### config.mk
export PLATFORM = sky130hd
export DESIGN_NAME = obi_lockstep_data_merger
export DESIGN_NICKNAME = d
export VERILOG_FILES = /design/src/rtl/cb_lockstep_pkg.sv /design/src/rtl/obi_req_cmp.sv /design/src/rtl/obi_lockstep_data_merger.sv
export SDC_FILE = /design/constraint.sdc
export NUM_CORES = 1
export LEC_CHECK = 0
export ABC_AREA = 0
export CORE_AREA = 2 2 128 130
export DETAILED_ROUTE_END_ITERATION = 7
export DIE_AREA = 0 0 130 132
export HOLD_SLACK_MARGIN = 0.12
export PLACE_DENSITY = 0.55
export SYNTH_ARGS = -nofsm -noshare
export SYNTH_HDL_FRONTEND = slang
export SYNTH_SLANG_ARGS = --single-unit
export TNS_END_PERCENT = 100
### constraint.sdc
create_clock -name clk_i -period 7.17 [get_ports clk_i]
set_input_delay 0.717 -clock clk_i [delete_from_list [all_inputs] [get_ports clk_i]]
set_output_delay 0.717 -clock clk_i [all_outputs]
set_load 0.01 [all_outputs]
### src/rtl/cb_lockstep_pkg.sv
// Shared types for the lockstep data-side merger.
//   obi_req_t / obi_resp_t : OBI data channel request and response bundles
//   fault_code_e           : cause latched when the merger enters FAULT
//   merger_state_e         : merger FSM states
//   DEFAULT_MAX_SKEW       : default inter-core skew budget in cycles
package cb_lockstep_pkg;

   typedef struct packed {
      logic        req;
      logic [31:0] addr;
      logic        we;
      logic [3:0]  be;
      logic [31:0] wdata;
   } obi_req_t;

   typedef struct packed {
      logic        gnt;
      logic        rvalid;
      logic [31:0] rdata;
   } obi_resp_t;

   typedef enum logic [1:0] {
      FAULT_NONE     = 2'd0,
      FAULT_MISMATCH = 2'd1,
      FAULT_TIMEOUT  = 2'd2
   } fault_code_e;

   typedef enum logic [2:0] {
      ST_IDLE        = 3'd0,
      ST_WAIT_PEER   = 3'd1,
      ST_ISSUE       = 3'd2,
      ST_WAIT_RVALID = 3'd3,
      ST_FAULT       = 3'd4
   } merger_state_e;

   localparam int unsigned DEFAULT_MAX_SKEW = 8;

endpackage

### src/rtl/obi_req_cmp.sv
// Combinational lockstep equivalence of two OBI data requests.
//   req_a, req_b : requests to compare (req bit itself is not compared)
//   match        : 1 when addr, we and be agree, and wdata agrees for writes
module obi_req_cmp
   import cb_lockstep_pkg::*;
(
   input  obi_req_t req_a,
   input  obi_req_t req_b,
   output logic     match
);

   // wdata is a don't-care on reads, so it only participates when we=1
   always_comb begin
      match = (req_a.addr == req_b.addr) &&
              (req_a.we   == req_b.we)   &&
              (req_a.be   == req_b.be)   &&
              (!req_a.we || (req_a.wdata == req_b.wdata));
   end

endmodule

### src/rtl/obi_lockstep_data_merger.sv
// Merges the data-side OBI requests of two lockstepped harts into one bus
// request, broadcasts the bus response to both, and latches a sticky fault
// on divergence or excessive skew, stalling both harts until cleared.
//   clk_i, rst_i     : clock, synchronous active-high reset
//   core_req_i[1:0]  : hart 0/1 data requests
//   core_resp_o[1:0] : gnt/rvalid/rdata returned to hart 0/1
//   bus_req_o        : merged request to the system bus (fields from hart 0)
//   bus_resp_i       : system bus response
//   fault_clr_i      : pulse that clears a latched fault
//   fault_o          : sticky fault flag
//   fault_code_o     : fault cause (NONE/MISMATCH/TIMEOUT)
//   mismatch_cnt_o   : saturating count of faults since reset
module obi_lockstep_data_merger
   import cb_lockstep_pkg::*;
#(
   parameter int unsigned MAX_SKEW = DEFAULT_MAX_SKEW,
   parameter int unsigned CNT_W    = 8
) (
   input  logic               clk_i,
   input  logic               rst_i,
   input  obi_req_t [1:0]     core_req_i,
   output obi_resp_t [1:0]    core_resp_o,
   output obi_req_t           bus_req_o,
   input  obi_resp_t          bus_resp_i,
   input  logic               fault_clr_i,
   output logic               fault_o,
   output logic [1:0]         fault_code_o,
   output logic [CNT_W-1:0]   mismatch_cnt_o
);

   localparam logic [8:0] SKEW_LIMIT = 9'(MAX_SKEW);

   merger_state_e    state_q, state_d;
   fault_code_e      code_q, code_d;
   logic [7:0]       skew_q, skew_d;
   logic [8:0]       skew_nxt;
   logic             lead_q, lead_d;
   logic [CNT_W-1:0] cnt_q;
   logic             fault_enter;
   logic             match;
   logic             req0, req1;

   function automatic logic [CNT_W-1:0] sat_inc(input logic [CNT_W-1:0] v);
      return (&v) ? v : v + 1'b1;
   endfunction

   obi_req_cmp u_cmp (
      .req_a (core_req_i[0]),
      .req_b (core_req_i[1]),
      .match (match)
   );

   assign req0     = core_req_i[0].req;
   assign req1     = core_req_i[1].req;
   assign skew_nxt = {1'b0, skew_q} + 9'd1;

   // ---- state register ----
   always_ff @(posedge clk_i) begin
      if (rst_i) begin
         state_q <= ST_IDLE;
         code_q  <= FAULT_NONE;
         skew_q  <= '0;
         lead_q  <= 1'b0;
         cnt_q   <= '0;
      end else begin
         state_q <= state_d;
         code_q  <= code_d;
         skew_q  <= skew_d;
         lead_q  <= lead_d;
         if (fault_enter) cnt_q <= sat_inc(cnt_q);
      end
   end

   // ---- next-state logic ----
   always_comb begin
      state_d = state_q;
      code_d  = code_q;
      skew_d  = skew_q;
      lead_d  = lead_q;
      unique case (state_q)
         ST_IDLE: begin
            if (req0 && req1) begin
               if (match) begin
                  state_d = ST_ISSUE;
               end else begin
                  state_d = ST_FAULT;
                  code_d  = FAULT_MISMATCH;
               end
            end else if (req0 || req1) begin
               lead_d = req1;
               // A budget of one cycle is already exhausted by the lone request
               if (SKEW_LIMIT <= 9'd1) begin
                  state_d = ST_FAULT;
                  code_d  = FAULT_TIMEOUT;
               end else begin
                  state_d = ST_WAIT_PEER;
                  skew_d  = 8'd1;
               end
            end
         end
         ST_WAIT_PEER: begin
            if (!core_req_i[lead_q].req) begin
               // Leader withdrew its request: protocol violation, start over
               state_d = ST_IDLE;
               skew_d  = '0;
            end else if (core_req_i[~lead_q].req) begin
               skew_d = '0;
               if (match) begin
                  state_d = ST_ISSUE;
               end else begin
                  state_d = ST_FAULT;
                  code_d  = FAULT_MISMATCH;
               end
            end else if (skew_nxt >= SKEW_LIMIT) begin
               state_d = ST_FAULT;
               code_d  = FAULT_TIMEOUT;
               skew_d  = '0;
            end else begin
               skew_d = skew_nxt[7:0];
            end
         end
         ST_ISSUE: begin
            if (bus_resp_i.gnt) state_d = ST_WAIT_RVALID;
         end
         ST_WAIT_RVALID: begin
            if (bus_resp_i.rvalid) state_d = ST_IDLE;
         end
         ST_FAULT: begin
            if (fault_clr_i) begin
               state_d = ST_IDLE;
               code_d  = FAULT_NONE;
            end
         end
         default: begin
            state_d = ST_IDLE;
            code_d  = FAULT_NONE;
            skew_d  = '0;
         end
      endcase
   end

   assign fault_enter = (state_d == ST_FAULT) && (state_q != ST_FAULT);

   // ---- output logic ----
   always_comb begin
      bus_req_o   = '0;
      core_resp_o = '0;
      unique case (state_q)
         ST_ISSUE: begin
            bus_req_o          = core_req_i[0];
            bus_req_o.req      = 1'b1;
            core_resp_o[0].gnt = bus_resp_i.gnt;
            core_resp_o[1].gnt = bus_resp_i.gnt;
         end
         ST_WAIT_RVALID: begin
            if (bus_resp_i.rvalid) begin
               core_resp_o[0].rvalid = 1'b1;
               core_resp_o[1].rvalid = 1'b1;
               core_resp_o[0].rdata  = bus_resp_i.rdata;
               core_resp_o[1].rdata  = bus_resp_i.rdata;
            end
         end
         default: begin
         end
      endcase
   end

   assign fault_o        = (state_q == ST_FAULT);
   assign fault_code_o   = code_q;
   assign mismatch_cnt_o = cnt_q;

endmodule

==> impl_metrics.csv, run 1 <==
group,metric,value,unit
synth,yosysTopAreaCell,"and2_1",
worst_hold_path,hold_path.class,"register to register",
synth,synth.net_count,572,
synth,ys.flop_type,"dfxtp_1",
synth,yosysMostFrequentCell,"and2_1",
synth,synth_xor_area_share,20.7,%
routing,vias,3631,
worst_setup_path,worst_path_most_repeated_cell,"clkdlybuf4s50_1",
status,outcome,"finished, final reports clean",
grt,antenna_found_initial,1,
timing,finalCritPeriodShare,44.2,%
clocking,htreeDepth,1,
timing,rsz0062_at_grt,"no",
routing,routed_wl,14.7,mm
floorplan,core_region_area,15700,µm²
cells_and_area,syn_to_final_growth,111,%
power_and_ir_drop,power_density,72.5,nW/µm²
synth,synthMuxAreaShare,3.33,%
timing,hold_viol_final,0,
floorplan,chipHeight,132,µm
grt,first_global_vias,3774,
placed_design,io_buffers,325,
synth,synth_seq_cells,22,
timing,fin_tns_setup,0,ns
timing,finClkSkew,0.00881,ns
placed_design,place_inst,884,
synth,syn_area_per_cell,7.70,µm²
grt,grt_max_degree,71,
grt,grt_overflow_total,0,
placed_design,dp_slack,3.92,ns
synth,synth_top_family_by_area,"simple AND/OR/NAND/NOR gates",
worst_setup_path,slowest_stage,"clkdlybuf4s50_1",
floorplan,die_w,130,µm
timing,relSlewSlack,41.4,%
floorplan,core.rowCount,46,
timing,fin_crit,3.17,ns
synth,synthSimpleGateAreaFrac,39.7,%
worst_setup_path,crit_required,6.45,ns
clocking,cts_tree,"built",
synth,synth-compound-area-share,8.37,%
routing,routedWlPerCell,16.5,µm
grt,grt_use_total,16.3,%
routing,antenna_left,0,
clocking,holdBufCountCts,0,
clocking,cts_root_buf,"clkbuf_16",
routing,drc,0,
synth,synth_top_area_share,22.1,%
worst_setup_path,crit_buf_inv,3,
clocking,insertion_delay,0.26,ns
routing,dr.pass1.iters,4,
worst_setup_path,end_kind,"output port",
placed_design,dp_hpwl,12.9,mm
worst_setup_path,critPathMaxStageDelay,0.56,ns
worst_setup_path,crit_path_start_kind,"input port",
worst_setup_path,critical_path.max_fanout,34,
synth,yosysWarnings,0,
power_and_ir_drop,p_leak,2.23,nW
routing,viasPerCell,4.09,
synth,synthArstFlopShare,0,%
clocking,cts.sinks,22,
worst_setup_path,critical_path_class,"input port to output port",
floorplan,dieArea,17200,µm²
placed_design,gp_congestion,0.967,
timing,fin_ws,4.00,ns
timing,whs,0.493,ns
synth,synth_edf_count,0,
flow_run,cap_violations,0,
grt,grt_pass1_wl,21.8,mm
cells_and_area,num_antenna_cells,0,
timing,slew_violations,0,
clocking,post_cts_buffers,0,
clocking,path_clk_slew,0.06,ns
cells_and_area,nets,855,
clocking,cts_buffers,3,
timing,max_freq,0.315,GHz
synth,yosys-top-cells-area,"and2_1, xnor2_1, dfxtp_1",
floorplan,initial_utilization,19.1,%
cells_and_area,fin_cells,888,
clocking,cts_max_path_buffers,2,
worst_setup_path,cp_data_arrival_time,2.45,ns
floorplan,pin_count,326,
synth,synthAdderAreaFrac,2.08,%
synth,ys_types,47,
synth,seq_area_frac_synth,14.7,%
power_and_ir_drop,vdd_drop_max,0.106,mV
worst_setup_path,path_cells,"clkdlybuf4s50_1, nand2_1, nor2_1, buf_4, and2_1, clkdlybuf4s50_1",
cells_and_area,drive_above_1_share,3.13,%
routing,drt-initial-drc-count,130,
synth,synth_area,3000,µm²
timing,tightest_slew,0.876,ns
clocking,cts_resized,0,
worst_setup_path,cpLargestDelayFamily,"buffers and inverters",
timing,setup_viol_count_final,0,
synth,synthTopCellsByCount,"and2_1, xnor2_1, buf_4",
synth,synth_cells,390,
[report_power, final]
group | switching, W | total, W | internal (W)
logic | 0.0000646 | 0.000195 | 0.000130
registers | 0.00000705 | 0.000134 | 0.000127
clock network | 0.0000444 | 0.000130 | 0.0000851
total | 0.000116 | 0.000458 | 0.000342
[placed cells by master (no fill, tap or decap), drive strengths merged, types with 4 or more instances in the layout]
cell type	n
and3	6
inv	6
mux2	5
nand4	17
ha	5
xnor2	68
dfxtp	22
nor4	7
mux2i	4
nand3	6
nor3	10
nor2b	8
clkbuf	4
a21oi	7
nor2	20
clkdlybuf4s50	325
nand2b	5
nand2	6
o21ai	4
and2	106
[per-stage QoR]
step	instance area (µm²)	util, %	power (W)
floorplan	3000	-	0.000204
global placement	6240	39.7	0.000331
detailed placement	6240	39.7	0.000332
CTS	6330	40.3	0.000463
global route	6330	40.3	0.000482
finish	6330	40.3	0.000458
[cell families after synthesis]
| group | after synthesis |
|---|---|
| mux | 9 |
| buf+inv | 55 |
| fa+ha+maj | 5 |
| flops | 22 |
| simple gates | 197 |
| xor+xnor | 71 |
| compound gates | 31 |
[worst paths after layout]
kind / startpoint / end / slack (ns) / cells after the start
min reg2reg: skew_q[6] / skew_q[6] / 0.49 / 1
max reg2reg: skew_q[0] / mismatch_cnt_o[7] / 4.49 / 8
min: skew_q[6] / skew_q[6] / 0.49 / 1
max: bus_resp_i[32] / core_resp_o[46] / 4.00 / 6
[final cells by class]
cell class | count | area (µm²)
Clock buffer | 4 | 88.8
Fill cell | 1556 | 9390
Inverter | 6 | 22.5
Multi-Input combinational cell | 313 | 2240
Sequential cell | 22 | 440
Tap cell | 216 | 270
Timing Repair Buffer | 327 | 3270
[registers in the layout, summed over array words and instances (netlist names)]
name,count
skew_q,8
mismatch_cnt_o,8
state_q,3
fault_code_o,2
lead_q,1
[per-layer routing]
layer | wire, µm | up-vias | track usage, %
met5 | 13 | - | 0
met4 | 158 | 2 | 2.21
met3 | 997 | 16 | 4.18
met2 | 7780 | 135 | 29.4
met1 | 5720 | 1640 | 19.6
li1 | - | 1838 | -
(Power assumes the default switching activity.)
==> run 2, diff against run 1 <==
Settings changed: CORE_AREA 2 2 128 130 to 2 2 125 127, DIE_AREA 0 0 130 132 to 0 0 127 129, PLACE_DENSITY 0.55 to 0.58.
Clock period 7.17 ns to 3.1 ns, I/O delays scaled along.
==> run 2 against run 1 <==
  * Sequential share of layout area about the same
  * First-iteration DRC count is 21% higher
  * Count of clock-buffer cells in the layout unchanged
  * Via count grew 1.1%
  * Critical path depth increased by 2
  * Combinational power rose by 130%
  * Final cell count down 2.8%
  * Sequential cell count stayed put
  * Worst hold slack gained 0.0090 ns
  * Clock power rose by 130%
  * Die area decreased by 4.5%
  * Critical endpoint is now mismatch_cnt_o[7]
  * Largest cell class unchanged
==> impl_metrics.csv, run 2 (same netlist as run 1, synthesis figures left out) <==
group,metric,value,unit
worst_setup_path,crit_path_start_kind,"register",
floorplan,pin_count,326,
routing,antenna_left,0,
worst_setup_path,rr_endpoint,"mismatch_cnt_o[7]",
worst_setup_path,reg2reg_slack,0.48,ns
clocking,holdBufCountCts,0,
worst_hold_path,hold_path.class,"register to register",
timing,hold_viol_final,0,
worst_setup_path,critPathMaxStageDelay,0.40,ns
clocking,path_clk_slew,0.06,ns
worst_setup_path,slowest_stage,"nor3_4",
grt,grt_max_degree,71,
worst_setup_path,critical_path.max_fanout,9,
routing,vias,3670,
power_and_ir_drop,combPwrFrac,42.1,%
grt,antenna_found_initial,2,
clocking,cts.sinks,22,
routing,wl_met2,7.60,mm
worst_setup_path,path_cells,"ha_1, and3_2, nor3_1, o2111ai_2, o2111a_2, nor3_4, nor4_1, mux2_1",
timing,fin_tns_setup,0,ns
clocking,htreeDepth,1,
routing,maxUsedRoutingLayer,"met4",
worst_hold_path,worst_hold_path.num_cells,1,
worst_setup_path,r2r_cells,8,
status,outcome,"finished, final reports clean",
placed_design,gp_congestion,0.937,
placed_design,place_inst,857,
power_and_ir_drop,p_clk_share,28.7,%
cells_and_area,fin_cells,863,
timing,tightest_slew,0.873,ns
timing,fin_crit,2.62,ns
timing,rsz0062_at_grt,"no",
grt,grt_use_total,16.1,%
timing,finClkSkew,0.00188,ns
timing,max_freq,0.381,GHz
worst_setup_path,critical_path_class,"register to register",
worst_hold_path,min_to,"skew_q[6]",
cells_and_area,fin_area,6320,µm²
routing,drt-met1-wl,5.77,mm
routing,routed_wl,14.4,mm
worst_setup_path,end_kind,"register",
cells_and_area,final_common_cell,"clkdlybuf4s50_1",
grt,first_global_vias,3677,
routing,dr.pass1.iters,4,
placed_design,placed_area,6220,µm²
power_and_ir_drop,power_switching_share,25.4,%
clocking,post_cts_buffers,0,
cells_and_area,drive_above_1_share,3.27,%
clocking,cts_buffers,3,
worst_hold_path,hold_start,"skew_q[6]",
cells_and_area,layout_common_cells,"clkdlybuf4s50_1, and2_1, xnor2_1, dfxtp_1, nor2_1",
grt,grt_pass1_wl,20.8,mm
worst_setup_path,crit_required,3.24,ns
routing,drc,0,
power_and_ir_drop,total_power,0.00106,W
power_and_ir_drop,p_sw,0.000269,W
cells_and_area,nets,856,
worst_setup_path,cp_data_arrival_time,2.76,ns
power_and_ir_drop,power_density,168,nW/µm²
flow_run,cap_violations,0,
grt,grt_overflow_total,0,
clocking,cts_root_buf,"clkbuf_16",
placed_design,dp_hpwl,12.6,mm
placed_design,io_buffers,325,
cells_and_area,n_fill_cell,1518,
cells_and_area,final_core_util,42.2,%
routing,drt-initial-drc-count,157,
clocking,cts_resized,0,
worst_setup_path,crit_buf_inv,0,
timing,finalCritPeriodShare,84.6,%
floorplan,chipHeight,129,µm
clocking,cts_max_path_buffers,2,
power_and_ir_drop,p_int,0.000792,W
timing,relSlewSlack,41.6,%
worst_setup_path,cpLargestDelayFamily,"simple AND/OR/NAND/NOR gates",
clocking,insertion_delay,0.26,ns
floorplan,core_region_area,15000,µm²
power_and_ir_drop,p_leak,2.24,nW
clocking,cts_tree,"built",
floorplan,initial_utilization,20.1,%
routing,viasPerCell,4.25,
timing,slew_violations,0,
cells_and_area,syn_to_final_growth,110,%
routing,routedWlPerCell,16.7,µm
power_and_ir_drop,power_frac_seq,29.2,%
floorplan,core.rowCount,45,
floorplan,die_w,127,µm
timing,setup_viol_count_final,0,
power_and_ir_drop,vdd_drop_max,0.264,mV
worst_setup_path,worstReg2RegStart,"skew_q[0]",
routing,wl_met3,963,µm
floorplan,dieArea,16400,µm²
## run 2: cell types whose count changed in the layout (fill, tap and decap cells not counted), sizes merged
cell	before	now
buf	2	3
diode	0	2
## run 2: power groups by stage
stage	Sequential (W)	Combinational, W	Clock (W)
2_1_floorplan	0.000309	0.000162	0
3_3_place_gp	0.000315	0.000443	0
3_5_place_dp	0.000316	0.000448	0
4_1_cts	0.000310	0.000451	0.000307
5_1_grt	0.000312	0.000482	0.000324
6_report	0.000310	0.000447	0.000305
## run 2: final cells by class
type	count	area [µm²]	share of cell area (%)
Timing Repair Buffer	328	3290	52.0
Multi-Input combinational cell	313	2240	35.4
Inverter	6	22.5	0.357
Antenna cell	2	5.00	0.0792
Tap cell	188	235	3.72
Clock buffer	4	88.8	1.41
Sequential cell	22	440	6.97
## run 2: through the flow
step                      hold slack, ns  worst slack (ns)
after floorplan                    0.453             0.785
after global placement             0.472             0.289
after detailed placement           0.495             0.277
after CTS                          0.507             0.476
after global routing               0.519             0.336
final                              0.502             0.479
## run 2: worst max path at each step
stage                    start           endpoint  depth (start not counted)
2_1_floorplan        skew_q[0]  mismatch_cnt_o[5]                          8
3_3_place_gp   core_req_i[101]  mismatch_cnt_o[5]                          8
3_5_place_dp   core_req_i[101]  mismatch_cnt_o[5]                          8
4_1_cts              skew_q[0]  mismatch_cnt_o[5]                          8
5_1_grt              skew_q[0]  mismatch_cnt_o[7]                          8
6_report             skew_q[0]  mismatch_cnt_o[7]                          8
## run 2: layer usage
layer / vias up / global-route usage, %
met1: 1695 / 19.4
met5: - / 0
met2: 125 / 29.2
li1: 1844 / -
met4: 0 / 2.84
met3: 6 / 4.37
